[config.mk]
export PLATFORM = sky130hd
export DESIGN_NAME = mem_access_unit
export DESIGN_NICKNAME = d
export VERILOG_FILES = /design/src/rtl/mem_access_unit.sv
export SDC_FILE = /design/constraint.sdc
export NUM_CORES = 1
export LEC_CHECK = 0
export ABC_AREA = 1
export BUFFER_PORTS_ARGS = -buffer_cell sky130_fd_sc_hd__buf_2
export CAP_MARGIN = 20
export CORE_UTILIZATION = 45
export DETAILED_ROUTE_END_ITERATION = 16
export GPL_TIMING_DRIVEN = 1
export PLACE_DENSITY = 0.77
export SLEW_MARGIN = 15
export SYNTH_ARGS = -nofsm -noshare
export SYNTH_HDL_FRONTEND = slang
export SYNTH_SLANG_ARGS = --single-unit
[constraint.sdc]
create_clock -name clk -period 1.7 [get_ports clk]
set_clock_uncertainty 0.1 [all_clocks]
set_input_delay 0.255 -clock clk [delete_from_list [all_inputs] [get_ports clk]]
set_output_delay 0.255 -clock clk [all_outputs]
set_load 0.01 [all_outputs]
[src/rtl/mem_access_unit.sv]
// Load/store initiator for a byte-enabled data memory.
// Accepts one CPU request at a time and turns it into a word address, byte
// write enables and lane-replicated write data. Load data coming back from
// the memory is aligned and then sign- or zero-extended. A misaligned,
// illegal-size or out-of-range request is answered with an error and never
// touches the memory.
module mem_access_unit #(
  parameter int ADDR_W = 5
) (
  input  logic              clk,
  input  logic              resetn,
  input  logic              req_valid,
  output logic              req_ready,
  input  logic              req_wr,
  input  logic [1:0]        req_size,
  input  logic              req_unsigned,
  input  logic [31:0]       req_addr,
  input  logic [31:0]       req_wdata,
  output logic              resp_valid,
  input  logic              resp_ready,
  output logic [31:0]       resp_rdata,
  output logic              resp_err,
  output logic [3:0]        dm_wen,
  output logic [ADDR_W-1:0] dm_addr,
  output logic [31:0]       dm_wdata,
  input  logic [31:0]       dm_rdata
);

  typedef enum logic [1:0] {IDLE, ACCESS, RESP} state_t;

  state_t              r_state;
  logic                r_wr;
  logic [1:0]          r_size;
  logic                r_unsigned;
  logic [1:0]          r_boff;
  logic                r_req_ready;
  logic                r_resp_valid;
  logic                r_resp_err;
  logic [31:0]         r_resp_rdata;
  logic [3:0]          r_dm_wen;
  logic [ADDR_W-1:0]   r_dm_addr;
  logic [31:0]         r_dm_wdata;

  logic                w_err;
  logic [3:0]          w_wen;
  logic [31:0]         w_wdata;
  logic [31:0]         w_shift;
  logic [31:0]         w_ldata;

  // Classify the incoming request and pre-compute the store lane pattern so
  // the memory-side registers are already correct during ACCESS.
  always_comb begin
    w_err   = |req_addr[31:ADDR_W+2];
    w_wen   = 4'b0000;
    w_wdata = req_wdata;
    case (req_size)
      2'd0: begin
        w_wen   = 4'b0001 << req_addr[1:0];
        w_wdata = {4{req_wdata[7:0]}};
      end
      2'd1: begin
        w_err   = w_err | req_addr[0];
        w_wen   = req_addr[1] ? 4'b1100 : 4'b0011;
        w_wdata = {2{req_wdata[15:0]}};
      end
      2'd2: begin
        w_err   = w_err | (|req_addr[1:0]);
        w_wen   = 4'b1111;
      end
      default: w_err = 1'b1;
    endcase
    if (!req_wr) w_wen = 4'b0000;
  end

  // Right-justify the addressed lane of the read word and extend it.
  always_comb begin
    w_shift = dm_rdata >> {r_boff, 3'b000};
    case (r_size)
      2'd0:    w_ldata = r_unsigned ? {24'd0, w_shift[7:0]}
                                    : {{24{w_shift[7]}}, w_shift[7:0]};
      2'd1:    w_ldata = r_unsigned ? {16'd0, w_shift[15:0]}
                                    : {{16{w_shift[15]}}, w_shift[15:0]};
      default: w_ldata = dm_rdata;
    endcase
  end

  // Request FSM; every output is a register so dm_wen is glitch-free and
  // drops asynchronously when reset hits mid-access.
  always_ff @(posedge clk or negedge resetn) begin
    if (!resetn) begin
      r_state      <= IDLE;
      r_wr         <= 1'b0;
      r_size       <= 2'd0;
      r_unsigned   <= 1'b0;
      r_boff       <= 2'd0;
      r_req_ready  <= 1'b1;
      r_resp_valid <= 1'b0;
      r_resp_err   <= 1'b0;
      r_resp_rdata <= 32'd0;
      r_dm_wen     <= 4'b0000;
      r_dm_addr    <= '0;
      r_dm_wdata   <= 32'd0;
    end else begin
      case (r_state)
        IDLE: begin
          if (req_valid) begin
            r_wr        <= req_wr;
            r_size      <= req_size;
            r_unsigned  <= req_unsigned;
            r_boff      <= req_addr[1:0];
            r_req_ready <= 1'b0;
            if (w_err) begin
              r_state      <= RESP;
              r_resp_valid <= 1'b1;
              r_resp_err   <= 1'b1;
              r_resp_rdata <= 32'd0;
            end else begin
              r_state   <= ACCESS;
              r_dm_addr <= req_addr[ADDR_W+1:2];
              r_dm_wen  <= w_wen;
              if (req_wr) r_dm_wdata <= w_wdata;
            end
          end
        end
        ACCESS: begin
          // Memory commits the store on this edge; loads sample dm_rdata here.
          r_dm_wen     <= 4'b0000;
          r_state      <= RESP;
          r_resp_valid <= 1'b1;
          r_resp_err   <= 1'b0;
          r_resp_rdata <= r_wr ? 32'd0 : w_ldata;
        end
        RESP: begin
          if (resp_ready) begin
            r_state      <= IDLE;
            r_resp_valid <= 1'b0;
            r_req_ready  <= 1'b1;
          end
        end
        default: begin
          r_state     <= IDLE;
          r_req_ready <= 1'b1;
        end
      endcase
    end
  end

  assign req_ready  = r_req_ready;
  assign resp_valid = r_resp_valid;
  assign resp_err   = r_resp_err;
  assign resp_rdata = r_resp_rdata;
  assign dm_wen     = r_dm_wen;
  assign dm_addr    = r_dm_addr;
  assign dm_wdata   = r_dm_wdata;

endmodule
==> flow_metrics.tcl, run 1 <==
set metrics [dict create \
    status "complete, but fails checks" \
    violations "setup timing" \
    multi_input_area_sq_mm 0.00236 \
    drive_gt1_share_pct 33.4 \
    drtIter0Drc 183 \
    rows 37 \
    drc 0 \
    power_mw 8.99 \
    post_drt_via_cell_ratio 4.91 \
    startpoint "r_boff[0]$_DFFE_PN0P_" \
    synth_top_cell_by_area "dfrtp_1" \
    grt_max_degree 65 \
    htree_levels 3 \
    cp_slowest_stage_delay_ps 470 \
    setup_ws_ps -0.257 \
    hold_viol_final 0 \
    die_y_um 105 \
    portBuffers 179 \
    vias 4924 \
    startpoint_type "flop" \
    leakagePower_nw 3.58 \
    cts_buffers 9 \
    ir_drop_mv 0.685 \
    utilization_pct 62.2 \
    drt-total-wl_um 12900 \
    crit_slowest_cell "dfrtp_2" \
    ys_seq_area_share_pct 44.2 \
    synth_cells 660 \
    syn_area_sq_mm 0.00475 \
    cp_top_family "simple AND/OR/NAND/NOR gates" \
    reg2reg_slack_ps -0.3 \
    synth_nets 771 \
    critPathArrivalTime_ps 1850 \
    coreArea_sq_mm 0.0103 \
    cts.sinks 84 \
    r2r-start "r_boff[0]$_DFFE_PN0P_" \
    cts_root_buf "clkbuf_8" \
    syn_area_per_cell_sq_um 7.20 \
    clk_latency_ps 360 \
    placed_area_sq_mm 0.00601 \
    endpoint "resp_rdata[24]$_DFFE_PN0P_" \
    gp_congestion 0.872 \
    fp.dieW_um 105 \
    diodes 0 \
    cp_cell_sequence "inv_4 -> nand2_1 -> nand3_2 -> nand2_4 -> a21oi_4 -> nand2_4 -> nand2_2 -> nor2_1 -> nand2_1 -> nand2_1" \
    cpMostUsedCell "nand2_1" \
    hold_ws_ps 25.5 \
    pre_cts_ws_ps -138 \
    slew_headroom_pct 72.9 \
    die_area_sq_mm 0.0110 \
    area_delta_synth_final_pct 34.3 \
    grt_pass1_vias 4667 \
    grt_pass1_wl_um 21100 \
    grt_overflow_total 0 \
    crit_required_ps 1850 \
    stdcell_area_sq_mm 0.00639 \
    start_util_pct 46.3 \
    crit_cells 10 \
    postSynthRegisterBits 84 \
    firstDrtPassIters 5 \
    post-route-period-util_pct 100 \
    cts_tree "done" \
    antenna_found_initial 0 \
    worst-setup-path-type "reg -> reg" \
    reg2regPathDepth 10 \
    seq_area_sq_mm 0.00211 \
    cts.reportedPaths.clkPinSlew_ps 90 \
    routedWlPerCell_um 12.8 \
    power_density_mw_per_mm2 1410 \
    grt_usage_pct 24.1 \
    io_pins 180 \
    rsz0062_at_grt "yes" \
    worst_pin_slew_ps 407 \
    critPathBufInv 1 \
    yosysWarnings 0 \
    reg2reg_to "resp_rdata[24]$_DFFE_PN0P_" \
    crit_fanout 8 \
    fin_nets 972 \
    period_minus_slack_ps 1700 \
    drv_slew 0 \
    cts.path.max_buffers 2 \
    drv_cap 0 \
    hpwl_um 9610 \
    yosysTopAreaCellShare_pct 43.7 \
    crit_path_end_kind "flop" \
    fill_cells 962 \
    setup_violations 1 \
    synth_area_leaders "dfrtp_1 44%, nand2_1 19%, nor2_1 5.1%" \
    hp-class "in -> reg" \
    max_freq_ghz 0.588 \
    ant_nets 0 \
    synthDistinctLibCells 32 \
]
-- cell usage in the layout, fill, tap and decap left out, types with 4 or more instances in the layout --
cell type	netlist	layout
a31oi_1	10	9
nand2_2	17	17
nand3_1	21	19
o21ai_0	38	38
buf_12	1	9
buf_4	3	29
clkbuf_8	0	9
ha_1	7	6
or2_2	8	8
buf_2	17	178
dfrtp_1	83	81
inv_2	7	7
inv_1	39	37
nand3_2	3	4
a21oi_1	42	42
nor2_1	65	64
o21ai_1	29	29
nand2_1	246	245
-- worst reg2reg max path: stages, from the launching register on --
cell and delay [ps]:
dfrtp_2 470, inv_4 100, nand2_1 70, nand3_2 80
nand2_4 70, a21oi_4 280, nand2_4 190, nand2_2 100
nor2_1 40, nand2_1 60, nand2_1 40
-- sequential cells by signal (all words and copies together), names as in the netlist --
name / cells
req_ready: 1
dm_addr: 5
resp_rdata: 32
resp_err: 1
dm_wen: 4
resp_valid: 1
r_state: 2
r_wr: 1
dm_wdata: 32
r_size: 2
r_unsigned: 1
r_boff: 2
-- synth_stat cells --
cell type	instances
buf_1	1
buf_12	1
clkbuf_1	7
o21ai_2	1
buf_4	3
or2_2	8
nand3_2	3
nand4_4	1
dfstp_2	1
dfrtp_1	83
a21oi_1	42
o21ai_1	29
o21ai_0	38
o21a_1	1
nand2_1	246
a22oi_1	2
inv_2	7
nand2_4	1
buf_2	17
nor2_1	65
inv_1	39
inv_4	1
nand3_1	21
nand2_2	17
a31oi_1	10
o22ai_1	1
a21oi_4	2
or2_1	1
nor2_8	1
ha_1	7
a21oi_2	1
buf_6	2
-- what timing repair did --
item / 4_1_cts / 5_1_grt
cloned: 0 / 1
pin swaps: 0 / 12
buffers inserted: 0 / 5
endpoints found under the setup margin: 1 / 70
endpoints found under the hold margin: 26 / 0
gates resized for setup: 1 / 20
hold buffers: 2 / 0
-- stage by stage --
| step | TNS [ps] | instances |
|---|---|---|
| finish | -0.257 | 1002 |
| global route | -460 | 1002 |
| CTS | 0 | 996 |
| detailed placement | -6010 | 978 |
| global placement | -3220 | 978 |
| floorplan | 0 | 660 |
-- logic make-up after synthesis --
logic type | count (synthesis) | share of synthesized area, %
buf+inv | 78 | 7.55
simple gates | 364 | 31.9
flops | 84 | 44.2
compound gates | 127 | 14.4
fa+ha+maj | 7 | 1.84
-- how the worst min path moves through the flow --
stage               slack (ps)         from                   endpoint  cells past startpoint
floorplan                 -140       resetn     dm_addr[0]$_DFFE_PN0P_                      0
global placement           120       resetn  resp_rdata[3]$_DFFE_PN0P_                      1
detailed placement         110       resetn  resp_rdata[3]$_DFFE_PN0P_                      1
CTS                         10  req_addr[6]     dm_addr[4]$_DFFE_PN0P_                      3
global route                30  req_addr[6]     dm_addr[4]$_DFFE_PN0P_                      3
finish                      30  req_addr[4]     dm_addr[2]$_DFFE_PN0P_                      3
-- per-layer routing --
| layer | vias up | GRT usage [%] | routed length, um |
|---|---|---|---|
| met3 | 17 | 5.18 | 948 |
| met5 | - | 0 | 0 |
| met2 | 186 | 41.0 | 6110 |
| li1 | 2500 | - | - |
| met1 | 2221 | 30.0 | 5590 |
| met4 | 0 | 8.75 | 215 |
-- report_power, final --
| part | internal [mW] | switching [mW] | total [mW] |
|---|---|---|---|
| Clock | 0.850 | 0.786 | 1.64 |
| Sequential | 2.64 | 0.397 | 3.04 |
| Combinational | 1.78 | 2.54 | 4.32 |
| Total | 5.27 | 3.72 | 8.99 |
-- area by class of cell --
cell class | instances | share of cell area, %
Clock buffer | 9 | 1.94
Tap cell | 136 | 2.66
Clock inverter | 7 | 1.65
Multi-Input combinational cell | 499 | 37.0
Sequential cell | 84 | 33.0
Timing Repair Buffer | 220 | 20.9
Inverter | 47 | 2.88
Note: power is estimated with default switching activity, not from simulation.
==> inputs of run 2 (changes only) <==
MAX_ROUTING_LAYER = met4   (was not set)
==> run 2 against run 1 <==
  * The flow now finishes without violations
  * Worst setup slack improved by 43 ps
  * Critical path depth did not move
  * Final cell count fell by 0.30%
  * Sequential share of layout area rose by 0.33 points
  * Global-route usage rose by 0.88 points
  * Count of clock-buffer cells in the layout did not move
  * Largest power group unchanged
==> flow_metrics.tcl, run 2 (synthesis results as in run 1) <==
set metrics [dict create \
    wl_met1_um 5640 \
    antenna_found_initial 0 \
    start_util_pct 46.3 \
    cts_tree "done" \
    final_cell_mix "245 x nand2_1, 178 x buf_2, 82 x dfrtp_1" \
    slew_headroom_pct 72.7 \
    drtIter0Drc 183 \
    cp_cell_sequence "inv_4 -> nand2_2 -> nand3_2 -> nand2_4 -> a21oi_4 -> nand2_4 -> nand2_2 -> nor2_1 -> nand2_1 -> nand2_1" \
    drv_slew 0 \
    crit_required_ps 1870 \
    stdcell_area_sq_mm 0.00632 \
    post_drt_via_cell_ratio 4.91 \
    grt_overflow_total 0 \
    final_common_cell "nand2_1" \
    cts.reportedPaths.clkPinSlew_ps 100 \
    ir_drop_mv 0.763 \
    die_area_sq_mm 0.0110 \
    drt-total-wl_um 12900 \
    dr_wl_met2_um 6120 \
    io_pins 180 \
    grt_pass1_vias 4603 \
    hpwl_um 9600 \
    fin_nets 969 \
    rsz0062_at_grt "yes" \
    drive_gt1_share_pct 33.1 \
    ant_nets 0 \
    startpoint_type "flop" \
    placed_area_sq_mm 0.00601 \
    drv_cap 0 \
    vias 4903 \
    status "completed" \
    area_delta_synth_final_pct 32.9 \
    die_y_um 105 \
    grt_max_degree 65 \
    hold_ws_ps 7.25 \
    coreArea_sq_mm 0.0103 \
    htree_levels 3 \
    cts_buffers 9 \
    period_minus_slack_ps 1660 \
    cts.sinks 84 \
    grt_pass1_wl_um 21400 \
    crit_path_end_kind "flop" \
    worst-setup-path-type "reg -> reg" \
    firstDrtPassIters 5 \
    hold_viol_final 0 \
    top_layer "met4" \
    critPathArrivalTime_ps 1820 \
    reg2regPathDepth 10 \
    seq_area_sq_mm 0.00210 \
    leakagePower_nw 3.55 \
    drc 0 \
    multi_input_area_sq_mm 0.00235 \
    hold_end "r_unsigned$_DFFE_PN0P_" \
    cts_root_buf "clkbuf_8" \
    min_from "req_unsigned" \
    crit_fanout 8 \
    reg2reg_to "resp_rdata[27]$_DFFE_PN0P_" \
    grt_usage_pct 24.9 \
    fill_cells 987 \
    crit_slowest_cell "dfrtp_2" \
    reg2reg_slack_ps 40 \
    power_density_mw_per_mm2 1380 \
    setup_violations 0 \
    diodes 0 \
    hold_depth 3 \
    cp_slowest_stage_delay_ps 470 \
    wl_met3_um 901 \
    post-route-period-util_pct 97.5 \
    r2r-start "r_boff[0]$_DFFE_PN0P_" \
    cts.path.max_buffers 2 \
    rows 37 \
    routedWlPerCell_um 12.9 \
    clk_latency_ps 360 \
    hp-class "in -> reg" \
    setup_tns_ps 0 \
    fp.dieW_um 105 \
    max_freq_ghz 0.603 \
    worst_pin_slew_ps 410 \
    gp_congestion 0.911 \
    portBuffers 179 \
]
## run 2: worst max path at each step
stage / start / slack (ps) / to
finish: r_boff[0]$_DFFE_PN0P_ / 40 / resp_rdata[27]$_DFFE_PN0P_
CTS: r_state[0]$_DFFE_PN0P_ / 30 / resp_rdata[29]$_DFFE_PN0P_
global placement: req_size[0] / -60 / resp_rdata[28]$_DFFE_PN0P_
floorplan: req_size[0] / 30 / resp_rdata[13]$_DFFE_PN0P_
global route: r_boff[0]$_DFFE_PN0P_ / -40 / resp_rdata[31]$_DFFE_PN0P_
detailed placement: req_size[0] / -110 / resp_rdata[29]$_DFFE_PN0P_
## run 2: timing repair
action | in CTS | in global routing
setup endpoints to repair | 10 | 75
setup buffers | 0 | 5
resized for setup | 1 | 15
gates cloned | 0 | 1
pin swaps | 0 | 8
hold buffers | 1 | 0
hold endpoints to repair | 22 | 0
## run 2: layer usage
metal	vias to the layer above	GRT usage (%)
li1	2490	-
met1	2225	32.0
met2	168	39.9
met3	20	4.74
met4	0	7.95
met5	-	-
## run 2: layout make-up
| cell class | count | area share (%) |
|---|---|---|
| Inverter | 47 | 2.87 |
| Clock buffer | 9 | 1.96 |
| Timing Repair Buffer | 217 | 20.9 |
| Tap cell | 136 | 2.69 |
| Clock inverter | 7 | 1.05 |
| Multi-Input combinational cell | 499 | 37.3 |
| Sequential cell | 84 | 33.3 |
## run 2: stage by stage
stage	power (mW)	std cells	util (%)	setup slack [ps]
floorplan	5.69	660	-	29.6
global placement	7.02	976	58.5	-57.2
detailed placement	7.07	976	58.5	-114
CTS	8.52	993	60.4	30.5
global route	9.46	999	61.5	-44.9
finish	8.74	999	61.5	42.7
## run 2: where the power goes
group	total, mW	switching, mW	internal, mW
registers	3.02	0.387	2.64
clock network	1.41	0.837	0.572
logic	4.31	2.52	1.78
total	8.74	3.75	4.99
## run 2: worst max-delay path: cells and delay by family (launching register included)
family	cells	cell delay [ps]
flops	1	470
simple gates	8	630
compound gates	1	270
buf+inv	1	100
